<file path="src/rtl/fifo_uart_tx_pkg.sv">
// Shared types and constants for the FIFO-draining UART transmitter.
package fifo_uart_pkg;

  localparam int   DATA_W  = 8;
  localparam logic TX_IDLE = 1'b1;
  // start + 8 data + parity-or-stop + up to two more stop/idle bits
  localparam int   FRAME_W = 12;

  typedef enum logic [2:0] {
    IDLE,
    FETCH,
    LOAD,
    START,
    DATA,
    PARITY,
    STOP
  } state_t;

  // Serial frame, LSB first. Slot 9 is even parity when enabled, otherwise the
  // first stop bit; everything above it is line-idle level.
  function automatic logic [FRAME_W-1:0] build_frame(input logic [DATA_W-1:0] d,
                                                     input logic             par_en);
    build_frame = {TX_IDLE, TX_IDLE, (par_en ? ^d : TX_IDLE), d, 1'b0};
  endfunction

endpackage

</file>
<file path="src/rtl/fifo_uart_tx_if.sv">
// FIFO read port plus serial-side status, bundled between the drain engine and its
// surroundings. master = the transmitter, slave = FIFO / pin side.
interface fifo_uart_tx_if;
  import fifo_uart_pkg::*;

  logic              tx_en;
  logic              fifo_empty;
  logic [DATA_W-1:0] fifo_data;
  logic              read_e;
  logic              tx;
  logic              busy;
  logic              frame_done;

  modport master (
    input  tx_en, fifo_empty, fifo_data,
    output read_e, tx, busy, frame_done
  );

  modport slave (
    output tx_en, fifo_empty, fifo_data,
    input  read_e, tx, busy, frame_done
  );
endinterface

</file>
<file path="src/rtl/fifo_uart_tx_baud_gen.sv">
// Bit-period timer: bit_tick is high on the last clock of every bit period.
module uart_baud_gen #(
  parameter int CLKS_PER_BIT = 4
) (
  input  logic clk,
  input  logic reset,
  input  logic restart,
  output logic bit_tick
);

  localparam int CNT_W = (CLKS_PER_BIT > 1) ? $clog2(CLKS_PER_BIT) : 1;

  logic [CNT_W-1:0] r_cnt;

  assign bit_tick = (r_cnt == CNT_W'(CLKS_PER_BIT - 1));

  // count within a bit period; back to zero on each boundary or when held in restart
  always_ff @(posedge clk or posedge reset) begin
    if (reset)                    r_cnt <= '0;
    else if (restart || bit_tick) r_cnt <= '0;
    else                          r_cnt <= r_cnt + 1'b1;
  end

endmodule

</file>
<file path="src/rtl/fifo_uart_tx.sv">
// Drains an sfifo one byte at a time and serializes each byte as an 8N1 UART frame
// (optional even parity, 1 or 2 stop bits).
module fifo_uart_tx
  import fifo_uart_pkg::*;
#(
  parameter int CLKS_PER_BIT = 4,
  parameter int PARITY_EN    = 0,
  parameter int STOP_BITS    = 1
) (
  input logic            clk,
  input logic            reset,
  fifo_uart_tx_if.master bus
);

  state_t             r_state;
  state_t             w_state_nxt;
  logic [FRAME_W-1:0] r_shift;
  logic [2:0]         r_bit_idx;
  logic               r_stop_idx;
  logic               r_read_e;
  logic               w_tick;
  logic               w_restart;
  logic               w_last_stop;
  logic               w_can_start;

  // The baud timer only runs while a bit is on the line.
  assign w_restart   = (r_state == IDLE) || (r_state == FETCH) || (r_state == LOAD);
  assign w_can_start = bus.tx_en && !bus.fifo_empty;
  assign w_last_stop = (r_stop_idx == 1'(STOP_BITS - 1));

  uart_baud_gen #(.CLKS_PER_BIT(CLKS_PER_BIT)) u_baud (
    .clk      (clk),
    .reset    (reset),
    .restart  (w_restart),
    .bit_tick (w_tick)
  );

  // next-state logic
  always_comb begin
    w_state_nxt = r_state;
    case (r_state)
      IDLE:    if (w_can_start) w_state_nxt = FETCH;
      FETCH:   w_state_nxt = LOAD;
      LOAD:    w_state_nxt = START;
      START:   if (w_tick) w_state_nxt = DATA;
      DATA:    if (w_tick && (r_bit_idx == 3'd7))
                 w_state_nxt = (PARITY_EN != 0) ? PARITY : STOP;
      PARITY:  if (w_tick) w_state_nxt = STOP;
      STOP:    if (w_tick && w_last_stop)
                 w_state_nxt = w_can_start ? FETCH : IDLE;
      default: w_state_nxt = IDLE;
    endcase
  end

  // state register
  always_ff @(posedge clk or posedge reset) begin
    if (reset) r_state <= IDLE;
    else       r_state <= w_state_nxt;
  end

  // registered pop strobe: high for exactly the FETCH cycle
  always_ff @(posedge clk or posedge reset) begin
    if (reset) r_read_e <= 1'b0;
    else       r_read_e <= (w_state_nxt == FETCH);
  end

  // Whole frame is loaded at once and shifted out LSB first, so tx comes straight
  // from a flop; idle-level fill keeps the line high between frames.
  always_ff @(posedge clk or posedge reset) begin
    if (reset)                      r_shift <= '1;
    else if (r_state == LOAD)       r_shift <= build_frame(bus.fifo_data, PARITY_EN != 0);
    else if (w_tick && !w_restart)  r_shift <= {TX_IDLE, r_shift[FRAME_W-1:1]};
  end

  // data-bit and stop-bit position counters
  always_ff @(posedge clk or posedge reset) begin
    if (reset) begin
      r_bit_idx  <= '0;
      r_stop_idx <= 1'b0;
    end else begin
      if ((r_state == DATA) && w_tick) r_bit_idx <= r_bit_idx + 3'd1;
      if ((r_state == STOP) && w_tick) r_stop_idx <= w_last_stop ? 1'b0 : r_stop_idx + 1'b1;
    end
  end

  assign bus.tx         = r_shift[0];
  assign bus.read_e     = r_read_e;
  assign bus.busy       = (r_state != IDLE);
  assign bus.frame_done = (r_state == STOP) && w_tick && w_last_stop;

endmodule
</file>
<file path="src/flat_wrapper.sv">
// flat-port wrapper written by rule: the top's interface ports become plain ports
module fifo_uart_tx_flat import fifo_uart_pkg::*;
#(
  parameter int CLKS_PER_BIT = 4,
  parameter int PARITY_EN    = 0,
  parameter int STOP_BITS    = 1
)
  (clk, reset, bus_tx_en, bus_fifo_empty, bus_fifo_data, bus_read_e, bus_tx, bus_busy, bus_frame_done);
  fifo_uart_tx_if bus_i ();
  input logic clk;
  input logic reset;
  input wire logic [$bits(bus_i.tx_en)-1:0] bus_tx_en;
  input wire logic [$bits(bus_i.fifo_empty)-1:0] bus_fifo_empty;
  input wire logic [$bits(bus_i.fifo_data)-1:0] bus_fifo_data;
  output wire logic [$bits(bus_i.read_e)-1:0] bus_read_e;
  output wire logic [$bits(bus_i.tx)-1:0] bus_tx;
  output wire logic [$bits(bus_i.busy)-1:0] bus_busy;
  output wire logic [$bits(bus_i.frame_done)-1:0] bus_frame_done;
  assign bus_i.tx_en = bus_tx_en;
  assign bus_i.fifo_empty = bus_fifo_empty;
  assign bus_i.fifo_data = bus_fifo_data;
  assign bus_read_e = bus_i.read_e;
  assign bus_tx = bus_i.tx;
  assign bus_busy = bus_i.busy;
  assign bus_frame_done = bus_i.frame_done;
  fifo_uart_tx #(.CLKS_PER_BIT(CLKS_PER_BIT), .PARITY_EN(PARITY_EN), .STOP_BITS(STOP_BITS)) u_core (.clk(clk), .reset(reset), .bus(bus_i));
endmodule
</file>
<file path="config.mk">
export PLATFORM = sky130hd
export DESIGN_NAME = fifo_uart_tx_flat
export DESIGN_NICKNAME = d
export VERILOG_FILES = /design/src/rtl/fifo_uart_tx_pkg.sv /design/src/rtl/fifo_uart_tx_if.sv /design/src/rtl/fifo_uart_tx_baud_gen.sv /design/src/rtl/fifo_uart_tx.sv /design/src/flat_wrapper.sv
export SDC_FILE = /design/constraint.sdc
export NUM_CORES = 1
export LEC_CHECK = 0
export CAP_MARGIN = 20
export CORE_AREA = 4 4 54 56
export CTS_CLUSTER_DIAMETER = 200
export CTS_CLUSTER_SIZE = 30
export DETAILED_ROUTE_END_ITERATION = 16
export DIE_AREA = 0 0 58 60
export PLACE_DENSITY = 0.59
export SYNTH_ARGS = -nofsm -noshare
export SYNTH_HDL_FRONTEND = slang
export SYNTH_SLANG_ARGS = --single-unit
export TNS_END_PERCENT = 20
</file>
<file path="constraint.sdc">
create_clock -name clk -period 1.91 [get_ports clk]
set_clock_uncertainty 0.1 [all_clocks]
set_input_delay 0.573 -clock clk [delete_from_list [all_inputs] [get_ports clk]]
set_output_delay 0.573 -clock clk [all_outputs]
set_load 0.1 [all_outputs]
</file>
== Word level (Yosys, flattened, before mapping) ==
Index checks and enable logic that the tools add are counted.
Storage, ports and cells
  output and inout bits: 4
  input bits: 12
  logic and storage cells: 45
  register bits: 22
Operators by class
  muxes and demuxes: 11
  add/subtract/negate cells: 3
  reduce and logical (&&, ||, !) cells: 15
  bitwise logic cells: 1
  equal/unequal tests: 9
Operators by type and width (number)
  $mux 12: 2
  $pmux 3 s7: 1
  $mux 3: 5
  $eq 3x3->1 const B: 4
  $logic_and 1x1->1: 7
  $eq 3x1->1 const B: 2
  $eq 3x2->1 const B: 2
  $add 3x1->3 const B: 1
  $logic_not 3->1: 1
  $logic_or 1x1->1: 3
  $reduce_bool 3->1: 1
  $add 2x1->2 const B: 1
  $eq 2x2->1 const B: 1
  $logic_not 1->1: 2
  $mux 1: 2
  $mux 2: 1
  $reduce_bool 2->1: 1
  $add 1x1->1 const B: 1
  $not 1->1: 1

== Logic depth before layout (Yosys ltp) ==
  depth in word-level cells: 7
  mapped depth: 5
  gate-level depth less buffers: 5

== Cells and area by module ==
Synthesis repeated with hierarchy kept, for this count alone.
Second synthesis, totals
  cells, all modules: 92
  area, all modules: 970.9 um^2
Modules (own cells, without submodules)
  fifo_uart_tx: times used 1, area each 882.1 um^2, sequential area each 411.6 um^2, cells an instance 86
  uart_baud_gen: times used 1, area each 88.8 um^2, sequential area each 50.0 um^2, cells an instance 6

== Worst setup path after synthesis ==
Ideal clock, no wire load.
  kind: flip-flop to output port
  start: register u_core.r_state[0]
  end: output bus_frame_done
  path buffers: 1
  setup slack: -0.214 ns
  data required time: 1.237 ns
  data arrival time: 1.451 ns
  stages on the path, launching flop included: 3
  path through: dfrtp_1 -> buf_2 -> and4b_1
On the way
  cells in the longest elaborated chain, start to end: 3
RTL lines
  start: declaration: RTL line fifo_uart_tx.sv:15  | state_t r_state;
  start signal: assignment: RTL line fifo_uart_tx.sv:58  | else r_state <= w_state_nxt;
  $eq 3x3->1: RTL line fifo_uart_tx.sv:89  | assign bus.frame_done = (r_state == STOP) && w_tick && w_last_stop;
  $logic_and 1x1->1 (2 in a row): RTL line fifo_uart_tx.sv:89
  end: declaration: RTL line flat_wrapper.sv:18  | output wire logic [$bits(bus_i.frame_done)-1:0] bus_frame_done;
Every way passes these cells.

== Worst setup path after layout ==
Ends and elaborated chain as after synthesis.

==> metrics <==
Synth Instances 87; antenna violations before repair 0; RSZ-0062 raised after global routing true; top post-synthesis cells by area dfstp_2 (25%), dfrtp_1 (24%), mux2_2 (12%); final worst slack -0.0487 ns; vias 708; layout cell share with drive strength beyond 1 41.6%; outcome finished with violations; grt ovf 0; CTS H-tree depth 1; Setup CP Type flip-flop to primary output; number of vias per cell 4.95; element type at the critical path start flip-flop; largest area contributor in the netlist dfstp_2; Pre-antenna DRT Iters 2; Pwr Total 1.82 mW; Util after Layout 53.0%; Initial Util 39.0%; Placement Setup Slack 0.114 ns; Synth Area per Inst 10.9 µm²; failing checks negative setup slack; first-pass GRT wire length 3110 µm; Worst Min Path Start u_core.r_bit_idx[0]; reg2reg path depth 5; Pins Over Slew Limit 0; Hold Path End u_core.r_bit_idx[0]; sequential share of power 38.1%; peak supply drop 1.01 mV; Ys Warns 0; top-count cell post-synth mux2_2; Layout area overhead 35.8%; async set-or-reset flop fraction in the synthesized netlist 100%; FF+latch count, synth 18; Clock Path Buffers 2; gr busiest metal met2; number of flops mapped to enable cells by yosys 0; Post-Synth Adder-Cell Area 3.95%; top cells by count, synth mux2_2 (10), dfrtp_1 (9), dfstp_2 (9); Final Hold Viols 0; GPL Wtd Cong 0.700; worst hold stages 1; Syn Nets 102; Slew @ Worst Pin 0.267 ns; Core ar. 0.00243 mm²; CTS root buffer clkbuf_4; Clk Latency, worst-skew pair 0.29 ns; clk sinks 18; XOR/XNOR Fraction of Synth Area 0.922%; Max-Cap Viols 0; drt wl/cell 12.7 µm; total global-route track usage 12.2%; Critical R2R Launch u_core.r_state[0]; fin crit period 1.96 ns; HPWL after DPL 1310 µm; met2 Use GR 19.7%; internal power 1.18 mW; CTS tree yes; CTS buffer count 3; sequential area share after synthesis 48.6%; Die ar. 0.00348 mm²; Final Cycle Share 103%; CP Max Fanout 7; PwrDens 1410 mW/mm²; mux contribution to synthesized area 14.2%; R2R Setup Slk 0.13 ns; path type of the worst min-delay path flip-flop to flip-flop; Post-DRT Antenna Nets 0; Detailed Route WL 1810 µm; fill count 236; Critical Path AT 1.29 ns; RR Endpoint u_core.r_shift[5]; share of the synthesized area in the top cell type 24.9%; die width 58 µm; # diodes 0; DR iter-0 viols 6; Synth cell types 24; Clock power frac 12.6%; io pins 16; mapped cell area 950 µm²; Placed Cells incl. Taps 134; post-route DRC violation count 0; Worst EP required 1.24 ns; combinational power share 49.3%; Post-Synth Simple-Gate Area 20.0%; leakage 0.540 nW; Hold-fix buffers, CTS 0; sw frac 35.3%; NetSw 0.643 mW; Die H 60 µm; vias in the first global route 718; largest family of logic cells by synthesized area simple AND/OR/NAND/NOR gates; Fmax 511 MHz; crit end category primary output; Non-Filler Instances 143; routing usage on met3 4.75%; Reg clk slew, reported paths 0.10 ns; setup violators final 1; Rel. slew slack 82.1%; Port Buffers 15; num rows 18; Final nets 129; Compound-Gate Fraction of Synth Area 8.30%; met1 Usage GRT 14.1%; main flop type after synthesis dfstp_2; largest net degree at the start of global routing 19
## power by group through the flow
stage	clock, mW	sequential, mW	combinational (mW)
final	0.229	0.694	0.897
after global routing	0.259	0.713	0.983
after CTS	0.242	0.705	0.847
after detailed placement	0	0.700	0.838
after global placement	0	0.691	0.818
after floorplan	0	0.707	0.579
## sequential cells by signal (all words and copies together), names as in the netlist
| signal | count |
|---|---|
| u_core.r_state | 3 |
| u_core.r_bit_idx | 3 |
| u_core.r_shift | 9 |
| u_core.bus.read_e | 1 |
| u_core.u_baud.r_cnt | 2 |
## layout make-up
cell class | count | area [µm²] | share of cell area [%]
repair buffers | 27 | 280 | 21.7
clock buffers | 4 | 36.3 | 2.81
well taps | 30 | 37.5 | 2.91
multi-input cells | 61 | 459 | 35.6
flip-flops and latches | 18 | 465 | 36.1
inverters | 3 | 11.3 | 0.873
## critical path: stages, from the launching register on
cell	delay (ns)
dfrtp_2	0.47
and4b_2	0.34
buf_12	0.18
## metrics by stage
stage	hold slack, ns	cell area [µm²]	TNS [ns]
finish	0.381	1290	-0.0487
global route	0.422	1290	-0.184
CTS	0.353	1250	-0.126
detailed placement	0.338	1200	0
global placement	0.330	1200	0
floorplan	0.315	951	0
## cell usage in the layout (no fill, tap or decap), types with 3 or more instances in the layout
cell and n:
buf_4 12, nor2_1 7, buf_12 4, nor2b_1 3
dfstp_2 9, nand3b_1 3, mux2_2 10, inv_1 3
clkbuf_4 3, dfrtp_2 3, nand2b_1 6, clkdlybuf4s50_1 11
a21oi_1 7, nand2_1 4, o21ai_0 3, dfrtp_1 6
## layer usage
metal	wire length [µm]	vias to the layer above
met5	0	-
met4	36	0
met3	67	4
met2	891	7
met1	815	342
li1	-	355
## kinds of logic after synthesis
group	Yosys count
and+or+nand+nor	32
DFF	18
muxes	12
adders and majority gates	3
AOI/OAI and AO/OA	13
buffers and inverters	8
xor gates and xnor gates	1
## worst max-delay path by stage
stage,startpoint,endpoint,slack [ns]
after floorplan,u_core.r_state[2],bus_busy,0.02
after global placement,bus_fifo_empty,u_core.r_state[0],0.13
after detailed placement,bus_fifo_empty,u_core.r_state[0],0.11
after CTS,u_core.u_baud.r_cnt[0],bus_frame_done,-0.07
after global routing,u_core.r_state[0],bus_frame_done,-0.10
final,u_core.r_state[0],bus_frame_done,-0.05
## what timing repair did
| action | in CTS | in global routing |
|---|---|---|
| pin swaps | 1 | 0 |
| endpoints found under the setup margin | 2 | 2 |
| buffers inserted | 0 | 5 |
| resized for setup | 5 | 0 |
| hold endpoints to repair | 0 | 0 |
No activity file was read; power rests on OpenSTA's default activity.
